**src/rtl/bitserial_alu_ctrl.sv**
```systemverilog
// Bit-serial ALU sequencer: one 1-bit add/sub/logic slice is reused WIDTH times,
// LSB first, with operand/result shift registers, a carry flop and a start/done handshake.
module bitserial_alu_ctrl #(
    parameter int WIDTH = 8
) (
    input  logic             clk,
    input  logic             rst,
    input  logic             start,
    input  logic [2:0]       op,
    input  logic [WIDTH-1:0] a,
    input  logic [WIDTH-1:0] b,
    output logic             busy,
    output logic             done,
    output logic [WIDTH-1:0] result,
    output logic             carry
);

    localparam int CW = (WIDTH > 1) ? $clog2(WIDTH) : 1;
    localparam logic [CW-1:0] LAST = CW'(WIDTH - 1);

    localparam logic [2:0] OP_ADD = 3'b000;
    localparam logic [2:0] OP_SUB = 3'b001;
    localparam logic [2:0] OP_AND = 3'b010;
    localparam logic [2:0] OP_OR  = 3'b011;
    localparam logic [2:0] OP_XOR = 3'b100;

    typedef enum logic [1:0] {IDLE, RUN, DONE} state_t;

    state_t           state, state_nxt;
    logic [WIDTH-1:0] a_sh, b_sh, r_sh;
    logic [2:0]       op_q;
    logic [CW-1:0]    cnt;
    logic             cy;

    logic             accept, last;
    logic             b_eff, slice_bit, slice_cout, arith;
    logic [WIDTH-1:0] r_next;

    // The 1-bit slice; SUB feeds the inverted B bit into the same full adder.
    always_comb begin
        arith      = (op_q == OP_ADD) || (op_q == OP_SUB);
        b_eff      = (op_q == OP_SUB) ? ~b_sh[0] : b_sh[0];
        slice_bit  = 1'b0;
        slice_cout = 1'b0;
        case (op_q)
            OP_ADD, OP_SUB: begin
                slice_bit  = a_sh[0] ^ b_eff ^ cy;
                slice_cout = (a_sh[0] & b_eff) | (cy & (a_sh[0] ^ b_eff));
            end
            OP_AND:  slice_bit = a_sh[0] & b_sh[0];
            OP_OR:   slice_bit = a_sh[0] | b_sh[0];
            OP_XOR:  slice_bit = a_sh[0] ^ b_sh[0];
            default: slice_bit = 1'b0;
        endcase
        r_next = {slice_bit, r_sh[WIDTH-1:1]};
    end

    always_comb begin
        state_nxt = state;
        accept    = 1'b0;
        last      = (cnt == LAST);
        busy      = (state == RUN);
        done      = (state == DONE);
        case (state)
            IDLE: begin
                if (start) begin
                    accept    = 1'b1;
                    state_nxt = RUN;
                end
            end
            RUN: begin
                if (last) state_nxt = DONE;
            end
            DONE: begin
                if (start) begin
                    accept    = 1'b1;
                    state_nxt = RUN;
                end else begin
                    state_nxt = IDLE;
                end
            end
            default: state_nxt = IDLE;
        endcase
    end

    always_ff @(posedge clk) begin
        if (rst) begin
            state  <= IDLE;
            a_sh   <= '0;
            b_sh   <= '0;
            r_sh   <= '0;
            op_q   <= '0;
            cnt    <= '0;
            cy     <= 1'b0;
            result <= '0;
            carry  <= 1'b0;
        end else begin
            state <= state_nxt;
            if (accept) begin
                a_sh <= a;
                b_sh <= b;
                r_sh <= '0;
                op_q <= op;
                cnt  <= '0;
                cy   <= (op == OP_SUB);
            end else if (state == RUN) begin
                a_sh <= a_sh >> 1;
                b_sh <= b_sh >> 1;
                r_sh <= r_next;
                cy   <= arith ? slice_cout : 1'b0;
                // Publish only on the final bit so result/carry stay stable while busy.
                if (last) begin
                    result <= r_next;
                    carry  <= arith ? slice_cout : 1'b0;
                end else begin
                    cnt <= cnt + CW'(1);
                end
            end
        end
    end

endmodule
```
**config.mk**
```make
export PLATFORM = sky130hd
export DESIGN_NAME = bitserial_alu_ctrl
export DESIGN_NICKNAME = d
export VERILOG_FILES = /design/src/rtl/bitserial_alu_ctrl.sv
export SDC_FILE = /design/constraint.sdc
export NUM_CORES = 1
export LEC_CHECK = 0
export BUFFER_PORTS_ARGS = -buffer_cell sky130_fd_sc_hd__clkbuf_2
export CAP_MARGIN = 30
export CORE_MARGIN = 3
export CORE_UTILIZATION = 60
export CTS_BUF_LIST = sky130_fd_sc_hd__clkbuf_8
export CTS_CLUSTER_DIAMETER = 150
export DETAILED_ROUTE_END_ITERATION = 6
export PLACE_DENSITY_LB_ADDON = 0.25
export SLEW_MARGIN = 25
export SYNTH_ARGS = -nofsm -noshare
export SYNTH_HDL_FRONTEND = slang
export SYNTH_SLANG_ARGS = --single-unit
```
**constraint.sdc**
```tcl
create_clock -name clk -period 3 [get_ports clk]
set_input_delay 0.3 -clock clk [delete_from_list [all_inputs] [get_ports clk]]
set_output_delay 0.3 -clock clk [all_outputs]
set_load 0.05 [all_outputs]
```
=== Yosys cells after proc, flatten, opt, wreduce, memory -nomap -nowiden ===
Index checks and enable logic that the tools add are counted.

* Flip-flop bits (word level): 42
* Input port bits: 22
* Output and inout port bits: 11
* Word-level logic and storage cells: 57

* $add $sub $neg: 1
* Equal/unequal tests: 10
* Muxes and demuxes: 16
* Bitwise gates (word level): 11
* Reductions and logical operators: 10

{| class="wikitable"
|+ Operator list
! kind !! number
|-
| two-way mux 8 bit || 4
|-
| two-way mux 1 bit || 8
|-
| == test 3 x 1 -> 1 bit, second input constant || 2
|-
| == test 3 x 2 -> 1 bit, second input constant || 2
|-
| == test 3 bit, second input constant || 2
|-
| one-hot mux 2 bit (3 select lines) || 1
|-
| OR reduction 2 bit || 3
|-
| two-way mux 2 bit || 2
|-
| one-hot mux 1 bit (4 select lines) || 1
|-
| AND reduction 2 bit || 2
|-
| adder 3 x 1 -> 3 bit, second input constant || 1
|-
| bitwise AND 1 bit || 3
|-
| zero test 3 bit || 1
|-
| inverter 1 bit || 3
|-
| AND reduction 3 bit || 1
|-
| XOR 1 bit || 3
|-
| == test 2 x 1 -> 1 bit, second input constant || 1
|-
| == test 2 bit, second input constant || 1
|-
| zero test 2 bit || 1
|-
| != test 2 x 1 -> 1 bit, second input constant || 1
|-
| != test 2 bit, second input constant || 1
|-
| bitwise OR 1 bit || 2
|-
| nonzero test 2 bit || 1
|-
| logical OR 1 bit || 1
|}

=== Longest topological paths before layout ===
Gate-level depths: netlist (run 1).

* Word-level depth: 9
* Gate-level depth with buffers: 7

=== Worst setup path before layout (run 1) ===
Ideal clock, no wire load.

* Kind: register -> register
* Start point: reg op_q[1]
* End point: reg result[7]
* Data arrival time: 1.495 ns
* Path slack: 1.417 ns
* Stages on the path, launching flop included: 8
* Path buffers: 0
* Clock period less this slack: 1.583 ns
* Cell sequence: dfxtp_1 > nor2_1 > nand2_1 > xnor2_1 > fa_1 > nor3_1 > a31oi_1 > a311oi_2

* Cells in the longest elaborated chain, start to end: 5
* Elaborated cells between the ends (all ways): 10
* Those cells by class: 4 x eq/ne; 2 x mux; 2 x bitwise; 2 x reduce/logical

{| class="wikitable"
|+ RTL lines
! what !! line !! text
|-
| from (decl) || 31 || <nowiki>logic [2:0] op_q;</nowiki>
|-
| from (signal assigned) || 103 || <nowiki>op_q <= op;</nowiki>
|-
| == test 3 x 1 -> 1 bit || 42, 45 ||
|-
| two-way mux 1 bit || 42 || <nowiki>b_eff = (op_q == OP_SUB) ? ~b_sh[0] : b_sh[0];</nowiki>
|-
| XOR 1 bit (2 in series) || 47 || <nowiki>slice_bit = a_sh[0] ^ b_eff ^ cy;</nowiki>
|-
| one-hot mux 1 bit (4 select lines) * || 45 || <nowiki>case (op_q)</nowiki>
|-
| to (signal assigned) || 113 || <nowiki>result <= r_next;</nowiki>
|-
| to (decl) || 14 || <nowiki>output logic [WIDTH-1:0] result,</nowiki>
|}

Mark *: on every way between the ends. The rest lies on a longest branch, timed or not.
A chain may end at the register's enable or synchronous reset.

=== Final worst setup path (run 1) ===
* Start point: reg state[0]
* End point: out busy

* Cells in the longest elaborated chain, start to end: 1

{| class="wikitable"
|+ RTL lines
! what !! line !! text
|-
| from (decl) || 29 || <nowiki>state_t state, state_nxt;</nowiki>
|-
| from (signal assigned) || 98 || <nowiki>state <= state_nxt;</nowiki>
|-
| == test 2 x 1 -> 1 bit || 62 || <nowiki>busy = (state == RUN);</nowiki>
|-
| to (decl) || 12 || <nowiki>output logic busy,</nowiki>
|}

No other way between the ends.

==> results of run 1 <==
## routing by layer
metal / share of wire / GRT usage / vias up
met1: 0.43 / 0.297 / 719
met2: 0.49 / 0.380 / 51
li1: - / - / 766
met3: 0.058 / 0.0713 / 5
met4: 0.016 / 0.123 / 0
met5: 0 / 0 / -
## Yosys cell counts
library cell and instances:
a21oi_1 24, a22oi_1 3, a311oi_1 3, a311oi_2 4, a31oi_1 3, and2_1 1, buf_2 3, buf_4 3
buf_6 4, clkbuf_1 4, clkbuf_2 1, dfxtp_1 41, fa_1 1, ha_1 4, inv_1 5, inv_6 1
mux2i_1 1, nand2_1 41, nand2_2 4, nand2b_1 2, nand3_1 14, nand3b_1 1, nor2_1 13, nor2b_1 2
nor3_1 13, nor3b_2 1, o2111ai_1 1, o211ai_1 1, o21ai_0 2, o22ai_1 5, xnor2_1 2
## through the flow
stage | setup WS [ns] | util | power [W] | hold WS (ns)
after detailed placement | 1.22 | 0.676 | 0.000733 | 0.454
final | 1.11 | 0.709 | 0.00109 | 0.217
after global routing | 0.976 | 0.709 | 0.00114 | 0.238
after global placement | 1.33 | 0.676 | 0.000724 | 0.443
after floorplan | 1.42 | - | 0.000706 | 0.372
after CTS | 1.12 | 0.708 | 0.00109 | 0.217
## state kept, by name, indices dropped and copies added (netlist names)
register,flops
state,2
carry,1
cnt,3
cy,1
a_sh,8
r_sh,7
op_q,3
result,8
b_sh,8
## cells by family (layout without fill, tap and decap cells)
group	Yosys count	after routing	synth area share
and+or+nand+nor	92	92	0.234
AOI/OAI and AO/OA	46	46	0.173
DFF	41	41	0.464
buffers and inverters	21	47	0.0736
adders and majority gates	5	5	0.0396
xor gates and xnor gates	2	2	0.00991
muxes	1	1	0.00566
## area by class of cell
class | count | area [um^2]
Clock buffer | 6 | 82.6
Clock inverter | 1 | 7.51
Fill cell | 235 | 810
Inverter | 6 | 27.5
Multi-Input combinational cell | 146 | 820
Sequential cell | 41 | 821
Tap cell | 31 | 38.8
Timing Repair Buffer | 34 | 175
## how the worst max path moves through the flow
stage	slack (ns)	from	endpoint	cells after the start
CTS	1.12	state[1]$_SDFFE_PP0P_	busy	4
global placement	1.33	cnt[0]$_SDFFE_PP0P_	result[4]$_SDFFE_PP0P_	5
global route	0.98	state[0]$_SDFFE_PP0P_	busy	4
floorplan	1.42	op_q[1]$_SDFFE_PP0P_	result[7]$_SDFFE_PP0P_	7
detailed placement	1.22	op_q[1]$_SDFFE_PP0P_	result[7]$_SDFFE_PP0P_	7
finish	1.11	state[0]$_SDFFE_PP0P_	busy	4
## critical path, stage by stage, from the launching register on
cell and delay (ns):
dfxtp_1 0.42, nand2b_1 0.08, buf_4 0.23, inv_6 0.24, clkbuf_2 0.33
## layout by cell type (no fill, tap or decap), drive strengths merged
master and count:
nand2 45, and2 1, a22oi 3, clkbuf 38, nand2b 2, o211ai 1, nor2b 2, ha 4
nor3b 1, nand3 14, o21ai 2, o22ai 5, buf 2, nand3b 1, nor3 13, o2111ai 1
nor2 13, a21oi 24, mux2i 1, inv 6, fa 1, dfxtp 41, xnor2 2, clkinvlp 1
a31oi 3, a311oi 7
## power groups by stage
stage / clock network [W] / registers [W] / logic (W)
after floorplan: 0 / 0.000595 / 0.000112
after global placement: 0 / 0.000598 / 0.000126
after detailed placement: 0 / 0.000599 / 0.000133
after CTS: 0.000374 / 0.000587 / 0.000134
after global routing: 0.000394 / 0.000591 / 0.000154
final: 0.000367 / 0.000587 / 0.000134
==> impl_metrics.env, run 1 <==
export IMPL_swShare=0.264
export IMPL_seq_power_share=0.540
export IMPL_clockBufferDepth=2
export IMPL_cts_htree_levels=2
export IMPL_peakVddDrop_uv=504
export IMPL_maxCapViolCount=0
export IMPL_grt_antenna_before_repair=0
export IMPL_period_needed_ns=1.89
export IMPL_clkTransAtPathRegs_ns=0.08
export IMPL_finalClockSkew_ns=0.00278
export IMPL_switchingPower_w=0.000287
export IMPL_start_util=0.636
export IMPL_rsz0062_at_grt="false"
export IMPL_p_int_w=0.000801
export IMPL_cts_tree="done"
export IMPL_ant_nets=0
export IMPL_routabilityCongestion=0.865
export IMPL_p_per_area_nw_per_um2=552
export IMPL_yosys_area_top_type="dfxtp_1"
export IMPL_comb_power_share=0.123
export IMPL_synth_fp_nets=235
export IMPL_dieHeight_um=60.3
export IMPL_min_path_cells=3
export IMPL_drive_gt1_frac=0.222
export IMPL_area_growth_pct=11.5
export IMPL_rr_endpoint="result[7]$_SDFFE_PP0P_"
export IMPL_viasPerCell=5.82
export IMPL_wl_per_cell_um=14.0
export IMPL_place_inst=258
export IMPL_grt_overflow=0
export IMPL_grt_start_max_net_pins=36
export IMPL_reg2reg_depth=7
export IMPL_diodes=0
export IMPL_cts_setup_buffers=0
export IMPL_stdcell_count=265
export IMPL_root_buffer="clkbuf_8"
export IMPL_io_buffers=32
export IMPL_drt_iter0_markers=53
export IMPL_syn_instance_count=208
export IMPL_finalNetCount=261
export IMPL_min_path_type="primary input to flip-flop"
export IMPL_die_area_um2=3630
export IMPL_grt_pass1_vias=1503
export IMPL_numCtsBuffers=5
export IMPL_place_area_um2=1880
export IMPL_synth_area_um2=1770
export IMPL_path_class="flip-flop to output port"
export IMPL_wl_um=3710
export IMPL_fmax_mhz=528
export IMPL_hpwl_um=2530
export IMPL_synth_area_leaders="dfxtp_1, nand2_1, a21oi_1, nand3_1, nor3_1"
export IMPL_slew_violations=0
export IMPL_synth_cell_type_count=31
export IMPL_cp_end_kind="output port"
export IMPL_rr_startpoint="op_q[1]$_SDFFE_PP0P_"
export IMPL_fin_crit_sh=0.631
export IMPL_ios=33
export IMPL_dr_pass1_iters=4
export IMPL_cts_resized_gates=0
export IMPL_cp_arrival_ns=1.59
export IMPL_ys_warn_count=0
export IMPL_rows=19
export IMPL_grt_pass1_wl_um=6490
export IMPL_insertion_delay_ns=0.29
export IMPL_setup_violations=0
export IMPL_ctsHoldBuffers=0
export IMPL_ys_seq_elements=41
export IMPL_worst_pin_slew_ns=0.698
export IMPL_holdPathEnd="a_sh[7]$_SDFFE_PP0P_"
export IMPL_min_from="a[7]"
export IMPL_fin_setup_tns_ns=0
export IMPL_hold_viol_final=0
export IMPL_cellLeakagePower_nw=0.753
export IMPL_p_clk_frac=0.337
export IMPL_cp_max_fo=35
export IMPL_synth_seq_area_share=0.464
export IMPL_die_w_um=60.3
export IMPL_outcome="finished, final reports clean"
export IMPL_r2r_slack_ns=1.17
export IMPL_synth_top_area_share=0.464
export IMPL_clock_sinks=41
export IMPL_postSynthAreaPerCell_um2=8.50
export IMPL_grt_usage=0.242
export IMPL_core_um2=2780
export IMPL_required_ns=2.70
export IMPL_vias=1541
export IMPL_slew_headroom=0.534
export IMPL_drcViolationCount=0
export IMPL_crit_path_start_kind="flip-flop"
export IMPL_final_area_um2=1970
No activity file was read; power rests on OpenSTA's default activity.
==> run 2: changes to the inputs <==
--- a/config.mk
+++ b/config.mk
@@ -8,7 +8,7 @@
 export BUFFER_PORTS_ARGS = -buffer_cell sky130_fd_sc_hd__clkbuf_2
 export CAP_MARGIN = 30
 export CORE_MARGIN = 3
-export CORE_UTILIZATION = 60
+export CORE_UTILIZATION = 57
 export CTS_BUF_LIST = sky130_fd_sc_hd__clkbuf_8
 export CTS_CLUSTER_DIAMETER = 150
 export DETAILED_ROUTE_END_ITERATION = 6
==> constraint.sdc (replaced) <==
create_clock -name clk -period 2 [get_ports clk]
set_input_delay 0.2 -clock clk [delete_from_list [all_inputs] [get_ports clk]]
set_output_delay 0.2 -clock clk [all_outputs]
set_load 0.05 [all_outputs]
==> run 2 against run 1 <==
Worst setup slack worse by 0.83 ns; first-iteration DRC count up 83%; utilization down 1.3 points; sequential share of layout area down 0.26 points; non-clock buffer count up 3.
==> impl_metrics.env, run 2 (synthesis gave the netlist of run 1 again) <==
export IMPL_outcome="finished, final reports clean"
export IMPL_grt_pass1_vias=1341
export IMPL_clkTransAtPathRegs_ns=0.08
export IMPL_ctsHoldBuffers=0
export IMPL_vias=1491
export IMPL_power_w=0.00158
export IMPL_period_needed_ns=1.73
export IMPL_final_area_um2=1980
export IMPL_fmax_mhz=579
export IMPL_numCtsBuffers=5
export IMPL_setup_violations=0
export IMPL_diodes=0
export IMPL_fin_setup_tns_ns=0
export IMPL_grt_antenna_before_repair=0
export IMPL_worst_path_max_delay_cell="fa_1"
export IMPL_min_from="a[7]"
export IMPL_cts_htree_levels=2
export IMPL_critPathMaxStageDelay_ns=0.43
export IMPL_wl_per_cell_um=12.8
export IMPL_peakVddDrop_uv=467
export IMPL_nFillCells=248
export IMPL_drt_iter0_markers=97
export IMPL_rr_startpoint="op_q[1]$_SDFFE_PP0P_"
export IMPL_r2r_slack_ns=0.27
export IMPL_largest_registers="a_sh x8, b_sh x8, result x8"
export IMPL_multi_input_area_um2=817
export IMPL_grt_usage=0.205
export IMPL_path_class="flip-flop to flip-flop"
export IMPL_slew_violations=0
export IMPL_finalClockSkew_ns=0.00680
export IMPL_fin_crit_sh=0.864
export IMPL_drive_gt1_frac=0.227
export IMPL_cp_arrival_ns=1.92
export IMPL_grt_start_max_net_pins=36
export IMPL_cp_max_fo=6
export IMPL_rr_endpoint="result[7]$_SDFFE_PP0P_"
export IMPL_rsz0062_at_grt="false"
export IMPL_ant_nets=0
export IMPL_fin_ws_ns=0.272
export IMPL_io_buffers=32
export IMPL_routabilityCongestion=0.751
export IMPL_dr_pass1_iters=5
export IMPL_core_um2=2850
export IMPL_crit_path_start="op_q[1]$_SDFFE_PP0P_"
export IMPL_cp_end_kind="flip-flop"
export IMPL_required_ns=2.19
export IMPL_grt_pass1_wl_um=5860
export IMPL_p_per_area_nw_per_um2=798
export IMPL_cellLeakagePower_nw=0.773
export IMPL_cts_setup_buffers=0
export IMPL_crit_path_start_kind="flip-flop"
export IMPL_clockBufferDepth=2
export IMPL_cts_resized_gates=0
export IMPL_min_path_type="primary input to flip-flop"
export IMPL_register_area_um2=821
export IMPL_start_util=0.620
export IMPL_die_w_um=61.7
export IMPL_hpwl_um=2300
export IMPL_crit_chain="nor2_1 > nand2_1 > xnor2_1 > fa_1 > nor3_1 > a31oi_1 > a311oi_2"
export IMPL_drcViolationCount=0
export IMPL_root_buffer="clkbuf_8"
export IMPL_rows=19
export IMPL_area_growth_pct=12.2
export IMPL_reg2reg_depth=7
export IMPL_maxCapViolCount=0
export IMPL_finalNetCount=264
export IMPL_insertion_delay_ns=0.28
export IMPL_die_area_um2=3810
export IMPL_slew_headroom=0.736
export IMPL_wl_um=3450
export IMPL_clock_sinks=41
export IMPL_holdPathEnd="a_sh[7]$_SDFFE_PP0P_"
export IMPL_hold_viol_final=0
export IMPL_viasPerCell=5.54
export IMPL_place_ws_ns=0.317
export IMPL_final_cell_mix="nand2_1, dfxtp_1, clkbuf_2"
export IMPL_cts_tree="done"
export IMPL_dieHeight_um=61.7
export IMPL_worst_pin_slew_ns=0.396
export IMPL_grt_overflow=0
export IMPL_min_path_cells=3
export IMPL_ios=33
export IMPL_place_area_um2=1900
-- run 2: cell count changes in the layout (fill, tap and decap cells not counted) --
cell,delta
nor2b_2,-1
inv_1,+1
clkinv_2,+2
buf_4,+3
clkbuf_8,-1
nor2b_1,+1
clkinvlp_4,-1
-- run 2: worst max path at each step --
stage	end	cells past startpoint	slack, ns
2_1_floorplan	result[7]$_SDFFE_PP0P_	7	0.42
3_3_place_gp	result[7]$_SDFFE_PP0P_	7	0.37
3_5_place_dp	result[7]$_SDFFE_PP0P_	7	0.32
4_1_cts	result[7]$_SDFFE_PP0P_	7	0.28
5_1_grt	result[7]$_SDFFE_PP0P_	7	0.08
6_report	result[7]$_SDFFE_PP0P_	7	0.27
-- run 2: area by class of cell --
type | instances | share of cell area
multi-input combinational | 146 | 0.412
clock buffer | 5 | 0.0347
inverter | 6 | 0.0139
sequential | 41 | 0.414
clock inverter | 3 | 0.00694
timing repair buffer | 37 | 0.0996
tap | 31 | 0.0195
-- run 2: per-layer routing --
metal	up-vias	track usage	part of all wire
met5	-	0	0
met4	0	0.0545	0.0078
met3	5	0.0496	0.041
met2	33	0.317	0.45
met1	678	0.286	0.50
li1	775	-	-
-- run 2: critical path: cells and delay by family (launching register included) --
kind | cells | cell delay, ns
flops | 1 | 0.37
fa+ha+maj | 1 | 0.43
simple gates | 3 | 0.34
compound gates | 2 | 0.33
xor+xnor | 1 | 0.17
-- run 2: stage by stage --
stage,hold slack [ns],std cells,util
after global routing,0.124,269,0.696
after global placement,0.428,261,0.667
after floorplan,0.272,208,-
after CTS,0.124,269,0.696
after detailed placement,0.430,261,0.667
final,0.126,269,0.696
-- run 2: power breakdown --
part / switching [W] / internal [W] / total (W)
sequential: 0.0000257 / 0.000854 / 0.000880
combinational: 0.000123 / 0.0000777 / 0.000201
clock: 0.000266 / 0.000237 / 0.000503
